[src/rtl/nixie_scan_if.sv]
// Register bus between a CPU-side master and the nixie scan controller.
// One write per cycle; rdata is combinational from the addressed register.
interface nixie_scan_if;
    logic        we;
    logic        addr;
    logic [31:0] wdata;
    logic [31:0] rdata;

    modport master (
        output we,
        output addr,
        output wdata,
        input  rdata
    );

    modport slave (
        input  we,
        input  addr,
        input  wdata,
        output rdata
    );
endinterface

[src/rtl/nixie_scan_controller.sv]
// Time-multiplexed seven-segment scan controller with a frame-synchronous
// display buffer, per-slot blanking, digit masking and leading-zero suppression.
module nixie_scan_controller #(
    parameter int DIGITS   = 8,
    parameter int PRESCALE = 50000,
    parameter int BLANK    = 16
) (
    input  logic              clk,
    input  logic              rst_n,
    nixie_scan_if.slave       bus,
    output logic [3:0]        nibble,
    output logic [DIGITS-1:0] dig_sel,
    output logic              frame_tick
);

    localparam int CNT_W = (PRESCALE > 1) ? $clog2(PRESCALE) : 1;
    localparam int IDX_W = (DIGITS > 1) ? $clog2(DIGITS) : 1;

    localparam logic [CNT_W-1:0] CNT_LAST  = CNT_W'(PRESCALE - 1);
    localparam logic [CNT_W-1:0] CNT_BLANK = CNT_W'(BLANK);
    localparam logic [IDX_W-1:0] IDX_LAST  = IDX_W'(DIGITS - 1);
    localparam logic [DIGITS-1:0] ONE_HOT0 = DIGITS'(1);

    logic [31:0]      pending;
    logic [31:0]      shown;
    logic             en;
    logic             lzs;
    logic [7:0]       mask;
    logic [CNT_W-1:0] cnt;
    logic [IDX_W-1:0] idx;

    logic [DIGITS-1:0] nib_zero;
    logic [DIGITS-1:0] below_idx;
    logic [3:0]        cur_nib_p0;
    logic              suppress_p0;
    logic              lit_p0;
    logic              frame_end_p0;

    function automatic logic [3:0] shown_nibble(input logic [31:0] buf_val,
                                                input logic [IDX_W-1:0] sel);
        return buf_val[{sel, 2'b00} +: 4];
    endfunction

    always_comb begin
        nib_zero = '0;
        for (int i = 0; i < DIGITS; i++) begin
            nib_zero[i] = (shown[4*i +: 4] == 4'h0);
        end
    end

    // Digits below idx are forced "zero" so the AND reduces over idx..DIGITS-1 only.
    assign below_idx    = (ONE_HOT0 << idx) - ONE_HOT0;
    assign suppress_p0  = lzs && (idx != '0) && (&(nib_zero | below_idx));
    assign cur_nib_p0   = shown_nibble(shown, idx);
    assign lit_p0       = en && (cnt >= CNT_BLANK) && mask[idx] && !suppress_p0;
    assign frame_end_p0 = en && (cnt == CNT_LAST) && (idx == IDX_LAST);

    assign bus.rdata = bus.addr ? {16'h0000, mask, 6'b000000, lzs, en} : pending;

    // Stage p0 -> p1: scan state, register file and registered display outputs.
    always_ff @(posedge clk) begin
        if (!rst_n) begin
            cnt        <= '0;
            idx        <= '0;
            pending    <= '0;
            shown      <= '0;
            en         <= 1'b1;
            lzs        <= 1'b0;
            mask       <= 8'hFF;
            dig_sel    <= '1;
            nibble     <= 4'h0;
            frame_tick <= 1'b0;
        end else begin
            if (!en) begin
                cnt <= '0;
                idx <= '0;
            end else if (cnt == CNT_LAST) begin
                cnt <= '0;
                idx <= (idx == IDX_LAST) ? '0 : idx + 1'b1;
            end else begin
                cnt <= cnt + 1'b1;
            end

            // Old pending wins over a same-cycle DATA write at a frame boundary.
            if (!en || frame_end_p0) begin
                shown <= pending;
            end

            if (bus.we && !bus.addr) begin
                pending <= bus.wdata;
            end
            if (bus.we && bus.addr) begin
                en   <= bus.wdata[0];
                lzs  <= bus.wdata[1];
                mask <= bus.wdata[15:8];
            end

            dig_sel    <= lit_p0 ? ~(ONE_HOT0 << idx) : '1;
            nibble     <= lit_p0 ? cur_nib_p0 : 4'h0;
            frame_tick <= frame_end_p0;
        end
    end

endmodule

[src/flat_wrapper.sv]
// flat-port wrapper written by rule: the top's interface ports become plain ports
module nixie_scan_controller_flat 
#(
    parameter int DIGITS   = 8,
    parameter int PRESCALE = 50000,
    parameter int BLANK    = 16
)
  (clk, rst_n, nibble, dig_sel, frame_tick, bus_we, bus_addr, bus_wdata, bus_rdata);
  nixie_scan_if bus_i ();
  input  logic clk;
  input  logic rst_n;
  output logic [3:0] nibble;
  output logic [DIGITS-1:0] dig_sel;
  output logic frame_tick;
  input wire logic [$bits(bus_i.we)-1:0] bus_we;
  input wire logic [$bits(bus_i.addr)-1:0] bus_addr;
  input wire logic [$bits(bus_i.wdata)-1:0] bus_wdata;
  output wire logic [$bits(bus_i.rdata)-1:0] bus_rdata;
  assign bus_i.we = bus_we;
  assign bus_i.addr = bus_addr;
  assign bus_i.wdata = bus_wdata;
  assign bus_rdata = bus_i.rdata;
  nixie_scan_controller #(.DIGITS(DIGITS), .PRESCALE(PRESCALE), .BLANK(BLANK)) u_core (.clk(clk), .rst_n(rst_n), .bus(bus_i), .nibble(nibble), .dig_sel(dig_sel), .frame_tick(frame_tick));
endmodule
[config.mk]
export PLATFORM = sky130hd
export DESIGN_NAME = nixie_scan_controller_flat
export DESIGN_NICKNAME = d
export VERILOG_FILES = /design/src/rtl/nixie_scan_if.sv /design/src/rtl/nixie_scan_controller.sv /design/src/flat_wrapper.sv
export SDC_FILE = /design/constraint.sdc
export NUM_CORES = 1
export LEC_CHECK = 0
export ABC_AREA = 1
export CORE_ASPECT_RATIO = 1.1
export CORE_MARGIN = 8
export CORE_UTILIZATION = 56
export CTS_CLUSTER_SIZE = 8
export DETAILED_ROUTE_END_ITERATION = 6
export DONT_BUFFER_PORTS = 1
export GPL_ROUTABILITY_DRIVEN = 0
export GPL_TIMING_DRIVEN = 0
export PLACE_DENSITY_LB_ADDON = 0.05
export RECOVER_POWER = 25
export SLEW_MARGIN = 20
export SYNTH_ARGS = -nofsm -noshare
export SYNTH_HDL_FRONTEND = slang
export SYNTH_SLANG_ARGS = --single-unit
[constraint.sdc]
create_clock -name clk -period 2.6 [get_ports clk]
set_clock_uncertainty 0.2 [all_clocks]
set_input_delay 0.26 -clock clk [delete_from_list [all_inputs] [get_ports clk]]
set_output_delay 0.26 -clock clk [all_outputs]
set_load 0.01 [all_outputs]
Word-level counts from Yosys, hierarchy flattened
Cells that the tools add are included.

Register bits after elaboration: 106. Input port bits: 36. Output and inout port bits: 45. Word-level logic and storage cells: 53.

Add/subtract/negate cells: 3. $lt $le $gt $ge: 2. Eq/ne operators: 2. Shift operators: 2. Mux-type cells: 4. Bitwise gates (word level): 4. Reductions and logical operators: 26.

Operators by type and width (count): $logic_not A4 Y1 (8); $mux W32 (1); $shiftx A32 B6 Y4 (1); $add A16 B1 Y16 const B (1); $eq A16 B16 Y1 const B (1); $ge A16 B5 Y1 const B (1); $logic_and A1 B1 Y1 (9); $not A8 Y8 (1); $or A8 B8 Y8 (1); $reduce_and A8 Y1 (1); $shl A1 B3 Y8 const A (1); $sub A8 B1 Y8 const B (1); $lt A3 B4 Y1 const B (1); $reduce_and A2 Y1 (2); $add A3 B1 Y3 const B (1); $bmux W1 S3 (1); $eq A3 B3 Y1 const B (1); $logic_not A1 Y1 (3); $mux W3 (1); $reduce_bool A3 Y1 (1); $reduce_or A3 Y1 (1); $not A1 Y1 (2); $logic_or A1 B1 Y1 (1); $mux W1 (1).

Depth between registers and ports, before layout
Gate-level depths: netlist (run 1).

Word-level depth: 8. Depth in mapped cells: 16. Depth with buffers taken out: 14.

Worst setup path after synthesis (run 1)
No wires, ideal clock.

Path kind: register to register. Start: register u_core.idx[0]. End: register u_core.dig_sel[1]. Setup time: 0.127 ns. Data arrival time: 2.139 ns. Required time: 2.273 ns. Setup slack: 0.135 ns. Cell stages (with the launch flop): 16. Path buffers: 2. Clock period less this slack: 2.465 ns. Cells stage by stage: dfxtp_1 -> buf_4 -> buf_2 -> inv_1 -> ha_1 -> nand2_2 -> ha_1 -> inv_1 -> nor2_1 -> nand2_1 -> o21ai_0 -> nand3_1 -> nand3_1 -> inv_1 -> nand2_1 -> nand3b_1.

Word-level cells in the longest chain between the ends: 8. Elaborated cells between the ends (all ways): 14. Those cells by class: add/sub (1); shift (1); mux (2); bitwise (2); reduce/logical (8).

RTL lines: start, declared (line nixie_scan_controller.sv:30) `logic [IDX_W-1:0] idx;`; start signal, assigned (line nixie_scan_controller.sv:79) `idx <= (idx == IDX_LAST) ? '0 : idx + 1'b1;`; $shl A1 B3 Y8 (line nixie_scan_controller.sv:52) `assign below_idx = (ONE_HOT0 << idx) - ONE_HOT0;`; $sub A8 B1 Y8 (line nixie_scan_controller.sv:52); net u_core.below_idx[0] (line nixie_scan_controller.sv:33) `logic [DIGITS-1:0] below_idx;`; $or A8 B8 Y8 (line nixie_scan_controller.sv:53) `assign suppress_p0 = lzs && (idx != '0) && (&(nib_zero | below_idx));`; $reduce_and A8 Y1 (line nixie_scan_controller.sv:53); $logic_and A1 B1 Y1 (line nixie_scan_controller.sv:53); $logic_not A1 Y1 (line nixie_scan_controller.sv:55) `assign lit_p0 = en && (cnt >= CNT_BLANK) && mask[idx] && !suppress_p0;`; $logic_and A1 B1 Y1 (line nixie_scan_controller.sv:55); $reduce_and A2 Y1 (no source line); end signal, assigned (line nixie_scan_controller.sv:98) `dig_sel <= lit_p0 ? ~(ONE_HOT0 << idx) : '1;`; end, declared (line nixie_scan_controller.sv:12) `output logic [DIGITS-1:0] dig_sel,`.

The timed path passes the listed nets, and every way through them passes these cells. The select of a mux whose other input is x is not followed. A chain may end at the register's enable or synchronous reset.

Worst setup path after layout (run 1)
Start: register u_core.idx[0]. End: register u_core.dig_sel[5].

Same word-level chain as after synthesis.

==> impl_metrics.yaml, run 1 <==
floorplan:
  die_y_um: 117
  initial_core_util_pct: 58.0
  io_pins: 81
  core_area_um2: 8920
  die_w_um: 108
  rows: 36
  dieArea_um2: 12600
timing:
  relSlewSlack_pct: 65.2
  period_needed_ns: 2.36
  hold_viol_final: 0
  grt_setup_unrepaired: "no"
  worstMarginPinSlew_ns: 0.523
  setup_ws_ns: 0.244
  timing.fmax_mhz: 424
  maxSlewViolCount: 0
  setup_viol: 0
  hold_ws_ns: 0.0380
  fin_crit_sh_pct: 90.6
detailed_routing:
  num_vias: 4990
  dr.pass1.iters: 4
  dr.first_iter.drc_count: 298
  route.met3.wl_um: 874
  ant_nets: 0
  viasPerCell: 5.48
  avgRoutedWirePerCell_um: 15.3
  drt_wl_total_mm: 13.9
  drc_errors: 0
  met1_length_mm: 5.99
  highest-signal-layer: "met4"
  wl_met2_mm: 6.74
clock_network:
  clock_latency_ns: 0.37
  clock-sinks: 106
  cts.clk_slew.worst_paths_ns: 0.10
  root_buffer: "clkbuf_8"
  clockBufferDepth: 2
  clock_tree.htree_level_count: 3
  cts_tree: "built"
  numCtsBuffers: 9
placed_design:
  dp.final_hpwl_mm: 10.3
  io_buffers: 0
  place_area_um2: 5310
  dp_slack_ns: -0.305
layout:
  multi_input_area_um2: 2470
  final_area_um2: 5890
  area_growth_pct: 14.0
  drive_gt1_share_pct: 8.66
  regArea_um2: 2130
  n_antenna_cell: 0
  num-fill-cells: 814
  final_nets: 837
power:
  internal_power_mw: 2.34
  pwr_density_cell_nw_per_um2: 547
  p_switching_uw: 881
  vdd_ir_drop_max_mv: 0.347
  power.total_mw: 3.22
  p_leak_nw: 2.62
  comb_power_share_pct: 13.5
  sequentialPowerShare_pct: 54.6
  p_sw_share_pct: 27.3
  pwr-share-clk_pct: 31.9
yosys:
  async_flop_share_pct: 0
  yosysWarnings: 0
  synth_flop_cell: "dfxtp_1"
  syn_inst: 746
  synth.cell_area_um2: 5170
  synth_seq_area_share_pct: 41.1
  synth-edff-count: 0
  synth.distinct_cells: 36
  syn_nets: 791
  ys_ff_latch: 106
  avgSynthCellArea_um2: 6.93
critical_path:
  reg2reg_to: "u_core.dig_sel[5]"
  path_cells: "buf_8 -> inv_1 -> ha_2 -> nand2_2 -> ha_1 -> inv_1 -> nor2_2 -> nand2_1 -> o21ai_1 -> nand3_1 -> nand3_1 -> inv_1 -> nand2_2 -> nand3_1"
  crit_required_ns: 2.65
  r2r_start: "u_core.idx[0]"
  start_kind: "flip-flop"
  rrSetupSlack_ns: 0.24
  crit_type: "flip-flop to flip-flop"
  crit_fanout: 19
  cpMaxStageDelayCell: "dfxtp_4"
  arrival_ns: 2.40
  r2r_cells: 14
  critPathCaptureType: "flip-flop"
  slowest_delay_ns: 0.39
global_route:
  grt_max_degree: 20
  gr-total-overflow: 0
  grt_usage_pct: 22.3
  antenna_found_initial: 0
  grt_pass1_wl_mm: 22.3
  grt_pass1_vias: 4794
worst_hold_path:
  hold_class: "input pin to flip-flop"
  min_path_cells: 3
  holdPathEnd: "u_core.en"
  min_from: "bus_addr"
flow_run:
  drv_cap: 0
outcome:
  status: "complete, no violations"
critical path: cells and delay by family (launching register included):
family | cells | cell delay [ns]
compound gates | 1 | 0.12
flops | 1 | 0.39
fa+ha+maj | 2 | 0.40
buf+inv | 4 | 0.39
simple gates | 7 | 0.74
power groups by stage:
stage,Clock (mW),Combinational (mW),Sequential (mW)
2_1_floorplan,0,0.302,1.78
3_3_place_gp,0,0.376,1.80
3_5_place_dp,0,0.386,1.80
4_1_cts,1.04,0.430,1.76
5_1_grt,1.11,0.492,1.77
6_report,1.03,0.435,1.76
routing by layer:
layer	up-vias	track usage [%]
met5	-	0
met4	0	7.87
met3	22	5.08
met2	161	38.3
met1	2325	26.5
li1	2482	-
kinds of logic after synthesis:
| family | count (synthesis) | synth area share (%) |
|---|---|---|
| and+or+nand+nor | 332 | 28.8 |
| AOI/OAI and AO/OA | 157 | 16.2 |
| buffers and inverters | 139 | 11.3 |
| DFF | 106 | 41.1 |
| adders and majority gates | 9 | 2.18 |
| xor gates and xnor gates | 3 | 0.508 |
synthesized netlist by cell type, types with 2 or more instances:
master,n,area (µm²)
o21ai_0,70,350
ha_1,9,113
nand3_2,19,190
nor3_1,2,10.0
xnor2_1,2,17.5
nand4_1,9,56.3
o22ai_1,4,25.0
a21oi_1,68,340
nor2_1,117,439
nand2_1,132,495
dfxtp_1,106,2120
o211ai_1,6,45.0
inv_1,96,360
buf_1,6,22.5
buf_6,6,67.6
clkbuf_1,18,67.6
nand3_1,43,215
a211oi_1,5,37.5
buf_2,9,45.0
nor3_2,3,30.0
timing repair:
action	4_1_cts	5_1_grt
endpoints found under the hold margin	45	0
setup buffers	2	2
setup endpoints to repair	12	12
pin swaps	0	0
gates resized for setup	5	10
hold buffers	33	0
registers in the layout (all words and copies together), names as in the netlist:
name,flops
u_core.en,1
u_core.dig_sel,8
u_core.idx,3
u_core.lzs,1
u_core.pending,32
u_core.shown,32
u_core.nibble,4
u_core.cnt,16
u_core.frame_tick,1
u_core.mask,8
through the flow:
stage          TNS, ns  std cells  utilization [%]
3_3_place_gp     -2.60        860             59.6
5_1_grt              0        911             66.1
6_report             0        911             66.1
4_1_cts              0        909             65.7
3_5_place_dp     -3.28        860             59.6
2_1_floorplan        0        746                -
cells in the final DEF, fill, tap and decap left out, drive strengths merged:
| master | instances |
|---|---|
| clkbuf | 29 |
| clkinv | 3 |
| buf | 26 |
| dlygate4sd3 | 33 |
| nand3b | 1 |
| nor4 | 1 |
| o21a | 1 |
| or2 | 1 |
| nor2 | 118 |
| a221oi | 1 |
| a21oi | 69 |
| ha | 9 |
| nand2 | 133 |
| clkinvlp | 2 |
| dfxtp | 106 |
| inv | 96 |
| nand3 | 62 |
| xnor2 | 2 |
| nand4 | 10 |
| o21ai | 71 |
| o211ai | 6 |
| xor2 | 1 |
| nor3b | 1 |
| a211oi | 5 |
| bufinv | 1 |
| o22ai | 4 |
| nor3 | 5 |
how the worst max path moves through the flow:
stage / startpoint / end / slack [ns] / depth (start not counted)
CTS: u_core.idx[0] / u_core.dig_sel[5] / 0.06 / 14
detailed placement: u_core.idx[0] / u_core.dig_sel[5] / -0.31 / 15
global placement: u_core.idx[0] / u_core.dig_sel[5] / -0.24 / 15
global route: u_core.idx[1] / u_core.nibble[1] / 0.02 / 14
floorplan: u_core.idx[0] / u_core.dig_sel[1] / 0.13 / 15
finish: u_core.idx[0] / u_core.dig_sel[5] / 0.24 / 14
layout make-up:
type | instances | area share [%]
multi-input combinational | 501 | 42.0
sequential | 106 | 36.1
inverter | 98 | 6.31
timing repair buffer | 37 | 6.11
buffer | 39 | 3.74
clock buffer | 12 | 2.46
tap | 114 | 2.42
clock inverter | 4 | 0.870
No activity file was read; power rests on OpenSTA's default activity.
==> run 2: changes to the inputs <==
- CORE_MARGIN: 8 -> unset
- CORE_UTILIZATION: 56 -> 45
==> impl_metrics.yaml, run 2 (synthesized netlist as in run 1, its figures left out) <==
clock_network:
  cts_tree: "built"
  clock_tree.htree_level_count: 3
  clock_latency_ns: 0.35
  clock-sinks: 106
  numCtsBuffers: 9
  clockBufferDepth: 2
  root_buffer: "clkbuf_16"
  cts.clk_slew.worst_paths_ns: 0.08
floorplan:
  core_area_um2: 11100
  rows: 40
  die_y_um: 114
  initial_core_util_pct: 46.7
  io_pins: 81
  die_w_um: 104
  dieArea_um2: 11900
flow_run:
  drv_cap: 0
layout:
  final_nets: 838
  n_antenna_cell: 0
  final_common_cell: "nand2_1"
  drive_gt1_share_pct: 8.78
  num-fill-cells: 1115
  area_growth_pct: 17.9
  post-route-util_pct: 55.1
  reg_top3: "u_core.pending: 32 flops, u_core.shown: 32 flops, u_core.cnt: 16 flops"
  regArea_um2: 2130
  final_cell_mix: "130 x nand2_1, 117 x nor2_1, 104 x dfxtp_1"
  multi_input_area_um2: 2480
global_route:
  grt_use_met3_pct: 4.89
  grt_pass1_vias: 4605
  grt_usage_pct: 24.0
  grt_max_degree: 20
  grt-busiest-layer: "met2"
  gr-total-overflow: 0
  antenna_found_initial: 0
  use_met2_pct: 42.1
  grt_pass1_wl_mm: 22.4
  use_met1_pct: 28.9
detailed_routing:
  avgRoutedWirePerCell_um: 14.2
  viasPerCell: 5.03
  num_vias: 4750
  dr.pass1.iters: 5
  ant_nets: 0
  drc_errors: 0
  dr.first_iter.drc_count: 203
  drt_wl_total_mm: 13.4
critical_path:
  r2r_start: "u_core.idx[0]"
  start_kind: "flip-flop"
  critPathCaptureType: "flip-flop"
  startpoint: "u_core.idx[0]"
  arrival_ns: 2.34
  crit_type: "flip-flop to flip-flop"
  crit_fanout: 19
  crit_required_ns: 2.63
timing:
  worstMarginPinSlew_ns: 0.531
  hold_viol_final: 0
  period_needed_ns: 2.31
  timing.fmax_mhz: 432
  fin_crit_sh_pct: 88.9
  maxSlewViolCount: 0
  setup_ws_ns: 0.287
  setup_viol: 0
  relSlewSlack_pct: 64.6
  grt_setup_unrepaired: "no"
power:
  pwr_density_cell_nw_per_um2: 616
  vdd_ir_drop_max_mv: 0.336
  p_leak_nw: 2.70
placed_design:
  io_buffers: 0
  dp_slack_ns: -0.326
  dp.final_hpwl_mm: 9.97
worst_hold_path:
  min_from: "bus_addr"
  hold_class: "input pin to flip-flop"
outcome:
  status: "complete, no violations"
==> run 2: changes by cell type in the layout (fill, tap and decap cells not counted), sizes merged <==
cell,before,now
clkbuf,29,26
bufinv,1,3
clkinv,3,1
buf,26,27
clkinvlp,2,3
inv,96,97
==> run 2: final cells by class <==
class,instances,share of cell area (%)
Buffer,39,3.70
Clock buffer,9,3.70
Clock inverter,6,1.87
Inverter,98,6.10
Multi-Input combinational cell,501,40.7
Sequential cell,106,34.9
Tap cell,147,3.02
Timing Repair Buffer,38,6.04
==> run 2: worst max-delay path: stages, from the launching register on <==
cell and delay [ns]:
dfxtp_4 0.38, buf_12 0.14, inv_1 0.08, ha_1 0.24
nand2_2 0.09, ha_1 0.16, inv_1 0.07, nor2_1 0.12
nand2_1 0.08, nor2_1 0.09, nor2_1 0.05, nor2_1 0.09
nand3_1 0.12, o21ai_2 0.21, nor2_1 0.07
==> run 2: per-layer routing <==
metal  wire, µm  share of wire (%)
met5          0                  0
met4        278                2.1
met3        634                4.7
met2       6410                 48
met1       6110                 45
==> run 2: path summary, 6_finish.rpt <==
path | endpoint | cells after the start | slack (ns)
setup / recovery | u_core.nibble[2] | 14 | 0.29
setup reg to reg | u_core.nibble[2] | 14 | 0.29
hold reg to reg | u_core.pending[30] | 2 | 0.28
hold / removal | u_core.mask[1] | 3 | 0.08
==> run 2: metrics by stage <==
step	cell area, µm²	power (mW)	hold WS [ns]	instances	setup TNS, ns
after global placement	5350	2.18	0.176	893	-2.98
final	6090	3.75	0.0763	944	0
after detailed placement	5350	2.18	0.182	893	-3.50
after CTS	6040	3.79	0.0745	940	0
after global routing	6090	3.93	0.0946	944	0
after floorplan	5170	2.08	0.173	746	0
==> run 2: report_power, final <==
part | switching, mW | internal (mW) | total (mW)
clock network | 0.620 | 0.940 | 1.56
logic | 0.267 | 0.164 | 0.430
registers | 0.0558 | 1.71 | 1.76
==> run 2: what timing repair did <==
action / CTS / global route
hold buffers: 33 / 0
resized for setup: 5 / 11
buffers inserted: 1 / 4
endpoints found under the setup margin: 12 / 12
pin swaps: 0 / 3
hold endpoints to repair: 45 / 0
==> run 3: changes to the inputs <==
- MAX_ROUTING_LAYER: unset -> met4
==> impl_metrics.yaml, run 3 (synthesized netlist as in run 1, its figures left out) <==
detailed_routing:
  num_vias: 4781
  ant_nets: 0
  dr.pass1.iters: 5
  dr.first_iter.drc_count: 190
  avgRoutedWirePerCell_um: 14.3
  viasPerCell: 5.06
  drc_errors: 0
  drt_wl_total_mm: 13.5
clock_network:
  clock_latency_ns: 0.35
  numCtsBuffers: 9
  clockBufferDepth: 2
  clock-sinks: 106
  clock_tree.htree_level_count: 3
  cts.clk_slew.worst_paths_ns: 0.08
  cts_tree: "built"
  root_buffer: "clkbuf_16"
layout:
  drive_gt1_share_pct: 8.78
  multi_input_area_um2: 2480
  final_cell_mix: "130 x nand2_1, 117 x nor2_1, 104 x dfxtp_1"
  final_common_cell: "nand2_1"
  final_nets: 838
  reg_top3: "u_core.pending: 32 flops, u_core.shown: 32 flops, u_core.cnt: 16 flops"
  regArea_um2: 2130
  num-fill-cells: 1115
  area_growth_pct: 17.9
  final_cells: 944
  n_antenna_cell: 0
  final_area_um2: 6090
critical_path:
  slowest_delay_ns: 0.38
  start_kind: "flip-flop"
  cp_top_family: "simple AND/OR/NAND/NOR gates"
  critPathCaptureType: "flip-flop"
  crit_required_ns: 2.63
  cpMaxStageDelayCell: "dfxtp_4"
  path_cells: "buf_12 -> inv_1 -> ha_1 -> nand2_2 -> ha_1 -> inv_1 -> nor2_1 -> nand2_1 -> nor2_1 -> nor2_1 -> nor2_1 -> nand3_1 -> o21ai_2 -> nor2_1"
  crit_fanout: 19
  crit_type: "flip-flop to flip-flop"
  path_common_cell: "nor2_1"
  r2r_start: "u_core.idx[0]"
  arrival_ns: 2.34
  startpoint: "u_core.idx[0]"
  path_buf_inv: 3
flow_run:
  drv_cap: 0
global_route:
  grt_pass1_wl_mm: 22.4
  gr-total-overflow: 0
  grt_usage_pct: 24.7
  grt_max_degree: 20
  antenna_found_initial: 0
  grt_pass1_vias: 4602
placed_design:
  dp.final_hpwl_mm: 9.97
  io_buffers: 0
  placedCellCount: 893
  place_area_um2: 5350
floorplan:
  core_area_um2: 11100
  initial_core_util_pct: 46.7
  rows: 40
  dieArea_um2: 11900
  die_w_um: 104
  io_pins: 81
  die_y_um: 114
timing:
  setup_viol: 0
  fin_crit_sh_pct: 88.9
  relSlewSlack_pct: 63.9
  grt_setup_unrepaired: "no"
  period_needed_ns: 2.31
  worstMarginPinSlew_ns: 0.541
  hold_viol_final: 0
  maxSlewViolCount: 0
  fin_tns_setup_ns: 0
  timing.fmax_mhz: 433
worst_hold_path:
  hold_class: "input pin to flip-flop"
  min_from: "bus_addr"
power:
  vdd_ir_drop_max_mv: 0.336
  pwr_density_cell_nw_per_um2: 617
  p_leak_nw: 2.70
  power.total_mw: 3.76
outcome:
  status: "complete, no violations"
-- run 3: cell counts in the layout (fill, tap and decap cells not counted) --
No cell type changed its count.
-- run 3: report_power, final --
part | internal (mW) | switching, mW | total, mW
combinational | 0.164 | 0.267 | 0.431
sequential | 1.71 | 0.0558 | 1.76
clock | 0.940 | 0.623 | 1.56
-- run 3: area by class of cell --
| type | instances | share of cell area, % |
|---|---|---|
| clock inverters | 6 | 1.87 |
| plain buffers | 39 | 3.70 |
| inverters | 98 | 6.10 |
| multi-input cells | 501 | 40.7 |
| clock buffers | 9 | 3.70 |
| repair buffers | 38 | 6.04 |
| flip-flops and latches | 106 | 34.9 |
| well taps | 147 | 3.02 |
-- run 3: repair_timing --
action	CTS	global route
resized for setup	5	11
endpoints found under the setup margin	12	12
pin swaps	0	3
endpoints found under the hold margin	45	0
hold buffers	33	0
setup buffers	1	4
-- run 3: routing by layer --
layer  global-route usage, %  vias to the layer above  share of wire [%]
met5                       -                        -                  0
li1                        -                     2479                  -
met4                    9.14                        0                2.1
met1                    29.0                     2178                 46
met2                    42.1                      104                 48
met3                    4.61                       20                3.9
-- run 3: path summary, 6_finish.rpt --
kind | to | slack, ns | depth (start not counted)
worst max-delay path | u_core.nibble[2] | 0.29 | 14
worst min-delay path | u_core.mask[1] | 0.07 | 3
worst max register to register | u_core.nibble[2] | 0.29 | 14
worst min register to register | u_core.pending[16] | 0.28 | 2
-- run 3: per-stage QoR --
stage	hold slack [ns]	util (%)	setup slack (ns)
global placement	0.176	48.4	-0.271
floorplan	0.173	-	0.135
global route	0.0946	55.1	0.0195
finish	0.0719	55.1	0.289
detailed placement	0.182	48.4	-0.326
CTS	0.0745	54.6	0.0513
-- run 3: worst register-to-register path, delay by kind of cell (launching register included) --
kind,cells,cell delay [ns]
adders and majority gates,2,0.40
and+or+nand+nor,8,0.70
AOI/OAI and AO/OA,1,0.21
buffers and inverters,3,0.30
DFF,1,0.38
